## config.mk

```make
export PLATFORM = sky130hd
export DESIGN_NAME = dmx_rx_flat
export DESIGN_NICKNAME = d
export VERILOG_FILES = /design/src/rtl/dmx_pkg.sv /design/src/rtl/dmx_rx_if.sv /design/src/rtl/dmx_rx_sync.sv /design/src/rtl/dmx_rx.sv /design/src/flat_wrapper.sv
export SDC_FILE = /design/constraint.sdc
export NUM_CORES = 1
export LEC_CHECK = 0
export ABC_AREA = 1
export CORE_MARGIN = 5
export CORE_UTILIZATION = 50
export CTS_CLUSTER_DIAMETER = 80
export DETAILED_ROUTE_END_ITERATION = 6
export PLACE_DENSITY_LB_ADDON = 0.1
export SYNTH_ARGS = -nofsm -noshare
export SYNTH_HDL_FRONTEND = slang
export SYNTH_SLANG_ARGS = --single-unit
```

## constraint.sdc

```tcl
create_clock -name CLK12 -period 1.6 [get_ports CLK12]
set_input_delay 0.32 -clock CLK12 [delete_from_list [all_inputs] [get_ports CLK12]]
set_output_delay 0.32 -clock CLK12 [all_outputs]
set_load 0.02 [all_outputs]
```

## src/rtl/dmx_pkg.sv

```systemverilog
// Shared types and constants for the DMX512 receiver slice.
package dmx_pkg;

  localparam int DMX_CLK_HZ     = 12_000_000;
  localparam int DMX_BAUD       = 250_000;
  localparam int DMX_BREAK_CLKS = 1056;
  localparam int DMX_MAX_SLOTS  = 512;
  localparam int SLOT_W         = 10;

  typedef logic [SLOT_W-1:0] slot_idx_t;

  typedef enum logic [2:0] {
    ST_IDLE,
    ST_BREAK,
    ST_WAIT_START,
    ST_START,
    ST_DATA,
    ST_STOP
  } dmx_state_e;

  // Fabric clocks per DMX bit (48 at 12 MHz / 250 kbaud).
  function automatic int bit_clks(input int clk_hz, input int baud);
    return clk_hz / baud;
  endfunction

endpackage

```

## src/rtl/dmx_rx_if.sv

```systemverilog
// Slot/frame output bundle from the DMX receiver to the patch logic.
interface dmx_rx_if;

  logic [7:0]        slot_data;
  dmx_pkg::slot_idx_t slot_index;
  logic              slot_valid;
  logic              frame_start;
  dmx_pkg::slot_idx_t frame_slots;
  logic              frame_end;
  logic              framing_error;
  logic              overflow;

  modport master (
    output slot_data, slot_index, slot_valid, frame_start,
           frame_slots, frame_end, framing_error, overflow
  );

  modport slave (
    input  slot_data, slot_index, slot_valid, frame_start,
           frame_slots, frame_end, framing_error, overflow
  );

endinterface

```

## src/rtl/dmx_rx_sync.sv

```systemverilog
// Receive-line synchroniser with falling-edge detect.
// DMX_RX_GLITCH_FILTER_EN: adds a 3-sample majority filter (+1 cycle) so
// single-cycle pulses never reach the receiver FSM.
module dmx_rx_sync (
  input  logic CLK12,
  input  logic RST,
  input  logic DMX_RX,
  output logic rx_s,
  output logic rx_fall
);

  logic meta, sync, rx_prev;

  // Two-flop synchroniser; resets to mark so no phantom low is counted.
  always_ff @(posedge CLK12) begin
    if (RST) begin
      meta <= 1'b1;
      sync <= 1'b1;
    end else begin
      meta <= DMX_RX;
      sync <= meta;
    end
  end

`ifdef DMX_RX_GLITCH_FILTER_EN
  logic [1:0] hist;
  logic       filt;

  // Majority of the current and two previous synchronised samples.
  always_ff @(posedge CLK12) begin
    if (RST) begin
      hist <= 2'b11;
      filt <= 1'b1;
    end else begin
      hist <= {hist[0], sync};
      filt <= (sync & hist[0]) | (sync & hist[1]) | (hist[0] & hist[1]);
    end
  end

  assign rx_s = filt;
`else
  assign rx_s = sync;
`endif

  // Previous sample for the falling-edge detector.
  always_ff @(posedge CLK12) begin
    if (RST) rx_prev <= 1'b1;
    else     rx_prev <= rx_s;
  end

  assign rx_fall = rx_prev & ~rx_s;

endmodule

```

## src/rtl/dmx_rx.sv

```systemverilog
// DMX512 receiver: break / MAB / 8N2 slot recovery on the 12 MHz fabric.
// Optional DMX_RX_GLITCH_FILTER_EN enables the majority filter in dmx_rx_sync.
module dmx_rx import dmx_pkg::*; #(
  parameter int CLK_HZ     = DMX_CLK_HZ,
  parameter int BAUD       = DMX_BAUD,
  parameter int BREAK_CLKS = DMX_BREAK_CLKS,
  parameter int MAX_SLOTS  = DMX_MAX_SLOTS
) (
  input  logic       CLK12,
  input  logic       RST,
  input  logic       DMX_RX,
  dmx_rx_if.master   bus
);

  localparam int BIT_CLKS = bit_clks(CLK_HZ, BAUD);
  localparam int BRK_W    = $clog2(BREAK_CLKS + 1);
  localparam int CLK_W    = $clog2(BIT_CLKS + 1);

  localparam logic [BRK_W-1:0] BRK_LAST  = BRK_W'(BREAK_CLKS - 1);
  localparam logic [BRK_W-1:0] BRK_MAX   = BRK_W'(BREAK_CLKS);
  localparam logic [CLK_W-1:0] HALF_LAST = CLK_W'(BIT_CLKS / 2 - 1);
  localparam logic [CLK_W-1:0] BIT_LAST  = CLK_W'(BIT_CLKS - 1);
  // Counter ceiling: one past the last accepted slot marks overflow.
  localparam slot_idx_t        SLOT_LIM  = slot_idx_t'(MAX_SLOTS + 1);

  logic             rx_s, rx_fall;
  dmx_state_e       state, state_nxt;
  logic [BRK_W-1:0] brk_cnt;
  logic [CLK_W-1:0] clk_cnt;
  logic [2:0]       bit_idx;
  logic [7:0]       shreg;
  slot_idx_t        slot_cnt;
  logic             brk_hit, tick_half, tick_bit;
  logic             do_fstart, do_fend, do_accept, do_ferr;

  dmx_rx_sync u_sync (
    .CLK12   (CLK12),
    .RST     (RST),
    .DMX_RX  (DMX_RX),
    .rx_s    (rx_s),
    .rx_fall (rx_fall)
  );

  // A break is recognised on the exact cycle the low run reaches BREAK_CLKS;
  // saturation keeps it from re-firing during a long break.
  assign brk_hit   = ~rx_s && (brk_cnt == BRK_LAST);
  assign tick_half = (clk_cnt == HALF_LAST);
  assign tick_bit  = (clk_cnt == BIT_LAST);

  // Consecutive-low counter, runs in every state.
  always_ff @(posedge CLK12) begin
    if (RST)                   brk_cnt <= '0;
    else if (rx_s)             brk_cnt <= '0;
    else if (brk_cnt != BRK_MAX) brk_cnt <= brk_cnt + 1'b1;
  end

  // State register.
  always_ff @(posedge CLK12) begin
    if (RST) state <= ST_IDLE;
    else     state <= state_nxt;
  end

  // Next state; a recognised break overrides everything, including STOP.
  always_comb begin
    state_nxt = state;
    if (brk_hit) state_nxt = ST_BREAK;
    else begin
      case (state)
        ST_IDLE:       state_nxt = ST_IDLE;
        ST_BREAK:      if (rx_s)      state_nxt = ST_WAIT_START;
        ST_WAIT_START: if (rx_fall)   state_nxt = ST_START;
        ST_START:      if (tick_half) state_nxt = rx_s ? ST_WAIT_START : ST_DATA;
        ST_DATA:       if (tick_bit && bit_idx == 3'd7) state_nxt = ST_STOP;
        ST_STOP:       if (tick_bit)  state_nxt = ST_WAIT_START;
        default:       state_nxt = ST_IDLE;
      endcase
    end
  end

  // One-cycle events decoded from state and line.
  always_comb begin
    do_fstart = 1'b0;
    do_fend   = 1'b0;
    do_accept = 1'b0;
    do_ferr   = 1'b0;
    if (brk_hit) begin
      do_fend = (slot_cnt != '0);
    end else begin
      if (state == ST_BREAK && rx_s) do_fstart = 1'b1;
      if (state == ST_STOP && tick_bit) begin
        do_accept = rx_s;
        do_ferr   = ~rx_s;
      end
    end
  end

  // Bit timing, shift register and slot counter.
  always_ff @(posedge CLK12) begin
    if (RST) begin
      clk_cnt  <= '0;
      bit_idx  <= '0;
      shreg    <= '0;
      slot_cnt <= '0;
    end else begin
      clk_cnt <= clk_cnt + 1'b1;
      case (state)
        ST_WAIT_START: begin
          clk_cnt <= '0;
          bit_idx <= '0;
        end
        ST_START: if (tick_half) clk_cnt <= '0;
        ST_DATA: if (tick_bit) begin
          clk_cnt <= '0;
          shreg   <= {rx_s, shreg[7:1]};
          bit_idx <= bit_idx + 1'b1;
        end
        ST_STOP: if (tick_bit) clk_cnt <= '0;
        default: clk_cnt <= '0;
      endcase
      if (do_fstart)                            slot_cnt <= '0;
      else if (do_accept && slot_cnt != SLOT_LIM) slot_cnt <= slot_cnt + 1'b1;
    end
  end

  // Registered outputs; slot strobe lands the cycle after the stop sample.
  always_ff @(posedge CLK12) begin
    if (RST) begin
      bus.slot_data     <= '0;
      bus.slot_index    <= '0;
      bus.slot_valid    <= 1'b0;
      bus.frame_start   <= 1'b0;
      bus.frame_slots   <= '0;
      bus.frame_end     <= 1'b0;
      bus.framing_error <= 1'b0;
      bus.overflow      <= 1'b0;
    end else begin
      bus.slot_valid    <= do_accept && (slot_cnt != SLOT_LIM);
      bus.frame_start   <= do_fstart;
      bus.frame_end     <= do_fend;
      bus.framing_error <= do_ferr;
      if (do_accept && slot_cnt != SLOT_LIM) begin
        bus.slot_data  <= shreg;
        bus.slot_index <= slot_cnt;
      end
      if (do_fend) bus.frame_slots <= slot_cnt;
      if (do_fstart)                               bus.overflow <= 1'b0;
      else if (do_accept && slot_cnt == SLOT_LIM)  bus.overflow <= 1'b1;
    end
  end

endmodule
```

## src/flat_wrapper.sv

```systemverilog
// flat-port wrapper written by rule: the top's interface ports become plain ports
module dmx_rx_flat import dmx_pkg::*;
#(
  parameter int CLK_HZ     = DMX_CLK_HZ,
  parameter int BAUD       = DMX_BAUD,
  parameter int BREAK_CLKS = DMX_BREAK_CLKS,
  parameter int MAX_SLOTS  = DMX_MAX_SLOTS
)
  (CLK12, RST, DMX_RX, bus_slot_data, bus_slot_index, bus_slot_valid, bus_frame_start, bus_frame_slots, bus_frame_end, bus_framing_error, bus_overflow);
  dmx_rx_if bus_i ();
  input  logic CLK12;
  input  logic RST;
  input  logic DMX_RX;
  output wire logic [$bits(bus_i.slot_data)-1:0] bus_slot_data;
  output wire logic [$bits(bus_i.slot_index)-1:0] bus_slot_index;
  output wire logic [$bits(bus_i.slot_valid)-1:0] bus_slot_valid;
  output wire logic [$bits(bus_i.frame_start)-1:0] bus_frame_start;
  output wire logic [$bits(bus_i.frame_slots)-1:0] bus_frame_slots;
  output wire logic [$bits(bus_i.frame_end)-1:0] bus_frame_end;
  output wire logic [$bits(bus_i.framing_error)-1:0] bus_framing_error;
  output wire logic [$bits(bus_i.overflow)-1:0] bus_overflow;
  assign bus_slot_data = bus_i.slot_data;
  assign bus_slot_index = bus_i.slot_index;
  assign bus_slot_valid = bus_i.slot_valid;
  assign bus_frame_start = bus_i.frame_start;
  assign bus_frame_slots = bus_i.frame_slots;
  assign bus_frame_end = bus_i.frame_end;
  assign bus_framing_error = bus_i.framing_error;
  assign bus_overflow = bus_i.overflow;
  dmx_rx #(.CLK_HZ(CLK_HZ), .BAUD(BAUD), .BREAK_CLKS(BREAK_CLKS), .MAX_SLOTS(MAX_SLOTS)) u_core (.CLK12(CLK12), .RST(RST), .DMX_RX(DMX_RX), .bus(bus_i));
endmodule
```

==> results.ini <==
[placed_design]
dpl.hpwl_mm = 5.149
post-place-ws_ns = -0.05020
place.port_buffers = 35
place_congestion = 0.8854

[grt]
antenna_found_initial = 0
use_met2 = 0.2940
grt_max_degree = 21
grt_use_met3 = 0.04173
first_global_vias = 2780
overflow = 0
grt_use_total = 0.1760
use_met1 = 0.2168
grt_busiest_layer = met2
grt_first_pass_wirelength_mm = 12.12

[synthesis]
synth_edf_count = 0
synth_compound_area_frac = 0.1136
synth_area_leader_cell = dfxtp_1
synth_cell_types = 38
synth-xor-area-share = 0.02625
netlist_top_cells_count = nor2_1 (106), dfxtp_1 (77), nand2_1 (59)
yosys_warnings = 0
yosys.area_share.simple = 0.2876
synth_async_sr_flop_share = 0
synth_flop_cell = dfxtp_1
yosysMostFrequentCell = nor2_1
synth-seq-cells = 77
syn-instance-count = 443
synth_mux_area_frac = 0
synthesis.nets = 454
synth_area_per_cell_um2 = 7.533
synth.top_cell.area_share = 0.4619
synth_top_family_by_area = simple AND/OR/NAND/NOR gates
syn-cell-area_um2 = 3337
synth_adder_area_share = 0.03000
ys_seq_area_frac = 0.4619
ys_top_cells_by_area = dfxtp_1 (46%), nor2_1 (12%), nand2_1 (6.6%), o21ai_0 (4.5%), inv_1 (4.2%)

[clocking]
clock_latency_ns = 0.35
cts_buffers = 9
htreeDepth = 3
cts.sinks = 77
cts_tree = built
cts_max_path_buffers = 2
clk_pin_slew_worst_paths_ns = 0.07
cts-root-buf = clkbuf_8
postCtsHoldBufs = 0

[critical_path]
critical_path_class = reg2reg
crit_fanout = 7
end_kind = flop
worstRegToRegCells = 9
crit_path_start_kind = flop
critPathLaunch = u_core.brk_cnt[1]$_SDFFE_PP0P_
critPathArrivalTime_ns = 1.75
reg2reg_slack_ns = 0.09
critPathRequiredTime_ns = 1.84
r2r-start = u_core.brk_cnt[1]$_SDFFE_PP0P_
cp-endpoint = u_core.bus.frame_slots[6]$_SDFFE_PP0P_
r2r_end = u_core.bus.frame_slots[6]$_SDFFE_PP0P_

[floorplan]
core-area_um2 = 6422
start_util = 0.5196
die_w_um = 91.70
rows = 29
die_h_um = 91.70
ios = 36
dieArea_um2 = 8408

[cells_and_area]
fillers = 574
final_nets = 519
insertedDiodeCount = 0
drive_gt1_frac = 0.1836
areaGrowthSynthToFinish_pct = 26.58

[route]
drcViolationCount = 0
dr_total_vias = 2959
routedWlPerCell_um = 12.22
drtAntennaViolNets = 0
drtPass1Iterations = 5
routed_wl_mm = 7.200
drt_iter0_drc = 114
vias_per_cell = 5.024

[sta]
fin_ws_ns = 0.09383
finClkSkew_ns = 0.005260
rsz0062_at_grt = true
min_period_over_period = 0.9414
worst_pin_slew_ns = 0.3559
min_period_ns = 1.506
setup_viol = 0
final-hold-violation-count = 0
finalSetupTns_ns = 0
max-slew-margin-rel = 0.7612
drv_slew = 0
fmax_mhz = 663.9

[job]
cap_violations = 0

[pwr]
p_per_area_nw_per_um2 = 806.5
vdd_drop_max_mv = 0.4864
leakagePower_nw = 1.920

[status]
status = completed

[min_path]
min_path_type = reg2reg

placed cells by master, fill, tap and decap left out, types with 15 or more instances in the layout:
master / Yosys / final
nor2_1: 106 / 101
nand3_1: 20 / 18
nand2_1: 59 / 56
o21ai_0: 30 / 28
o21ai_1: 13 / 15
a21oi_1: 22 / 22
buf_4: 1 / 32
dfxtp_1: 77 / 71
dlygate4sd2_1: 0 / 29
inv_1: 37 / 36
timing repair:
item,CTS,global route
setup endpoints to repair,57,63
endpoints found under the hold margin,0,0
setup buffers,2,3
pin swaps,2,4
gates resized for setup,34,29
state kept, by name, summed over array words and instances, names as in the netlist, 3 cells and up:
| name | flops |
|---|---|
| u_core.clk_cnt | 6 |
| u_core.bus.frame_slots | 10 |
| u_core.bit_idx | 3 |
| u_core.slot_cnt | 10 |
| u_core.state | 3 |
| u_core.bus.slot_index | 10 |
| u_core.shreg | 8 |
| u_core.bus.slot_data | 8 |
| u_core.brk_cnt | 11 |
metrics by stage:
step           cell area, um2  total power [mW]  std cells  utilization  hold slack (ns)
2_1_floorplan            3337             2.008        443            -           0.3895
3_3_place_gp             3930             2.041        569       0.6119           0.3936
3_5_place_dp             3930             2.042        569       0.6119           0.4021
4_1_cts                  4116             3.444        586       0.6410           0.4213
5_1_grt                  4224             3.555        589       0.6577           0.4461
6_report                 4224             3.407        589       0.6577           0.4183
worst max-delay path, cell delays in order (launching register included):
cell and delay (ns):
dfxtp_1 0.35, ha_1 0.17, nand2_1 0.09, nor2_2 0.12
nand3_2 0.09, nor2_4 0.18, nand2_4 0.10, buf_4 0.16
nor2_1 0.08, nor2_1 0.05
report_power, final:
part / switching (mW) / internal, mW / total [mW]
combinational: 0.0443 / 0.0333 / 0.0777
clock: 0.699 / 0.711 / 1.41
sequential: 0.00141 / 1.92 / 1.92
worst min path at each step:
stage / start / end / depth (start not counted)
2_1_floorplan: u_core.u_sync.meta$_SDFF_PP1_ / u_core.u_sync.rx_s$_SDFF_PP1_ / 1
3_3_place_gp: u_core.u_sync.meta$_SDFF_PP1_ / u_core.u_sync.rx_s$_SDFF_PP1_ / 1
3_5_place_dp: u_core.u_sync.meta$_SDFF_PP1_ / u_core.u_sync.rx_s$_SDFF_PP1_ / 1
4_1_cts: u_core.u_sync.meta$_SDFF_PP1_ / u_core.u_sync.rx_s$_SDFF_PP1_ / 1
5_1_grt: u_core.u_sync.meta$_SDFF_PP1_ / u_core.u_sync.rx_s$_SDFF_PP1_ / 1
6_report: u_core.u_sync.meta$_SDFF_PP1_ / u_core.u_sync.rx_s$_SDFF_PP1_ / 1
cells by family (layout without fill, tap and decap cells):
| logic type | count (synthesis) | after routing |
|---|---|---|
| AOI/OAI and AO/OA | 71 | 71 |
| and+or+nand+nor | 218 | 218 |
| DFF | 77 | 77 |
| buffers and inverters | 59 | 128 |
| xor gates and xnor gates | 10 | 10 |
| adders and majority gates | 8 | 8 |
routing by layer:
metal	routed length [um]	share of wire
met5	0	0
met4	132	0.018
met3	285	0.040
met2	3416	0.47
met1	3366	0.47
cell type report:
class,instances,area (um2),share of cell area
Clock buffer,9,123.9,0.02932
Timing Repair Buffer,70,615.6,0.1457
Sequential cell,77,1549,0.3667
Clock inverter,6,65.06,0.01540
Tap cell,77,96.34,0.02281
Inverter,43,170.2,0.04028
Multi-Input combinational cell,307,1604,0.3797
Power figures use the tool's default switching activity.
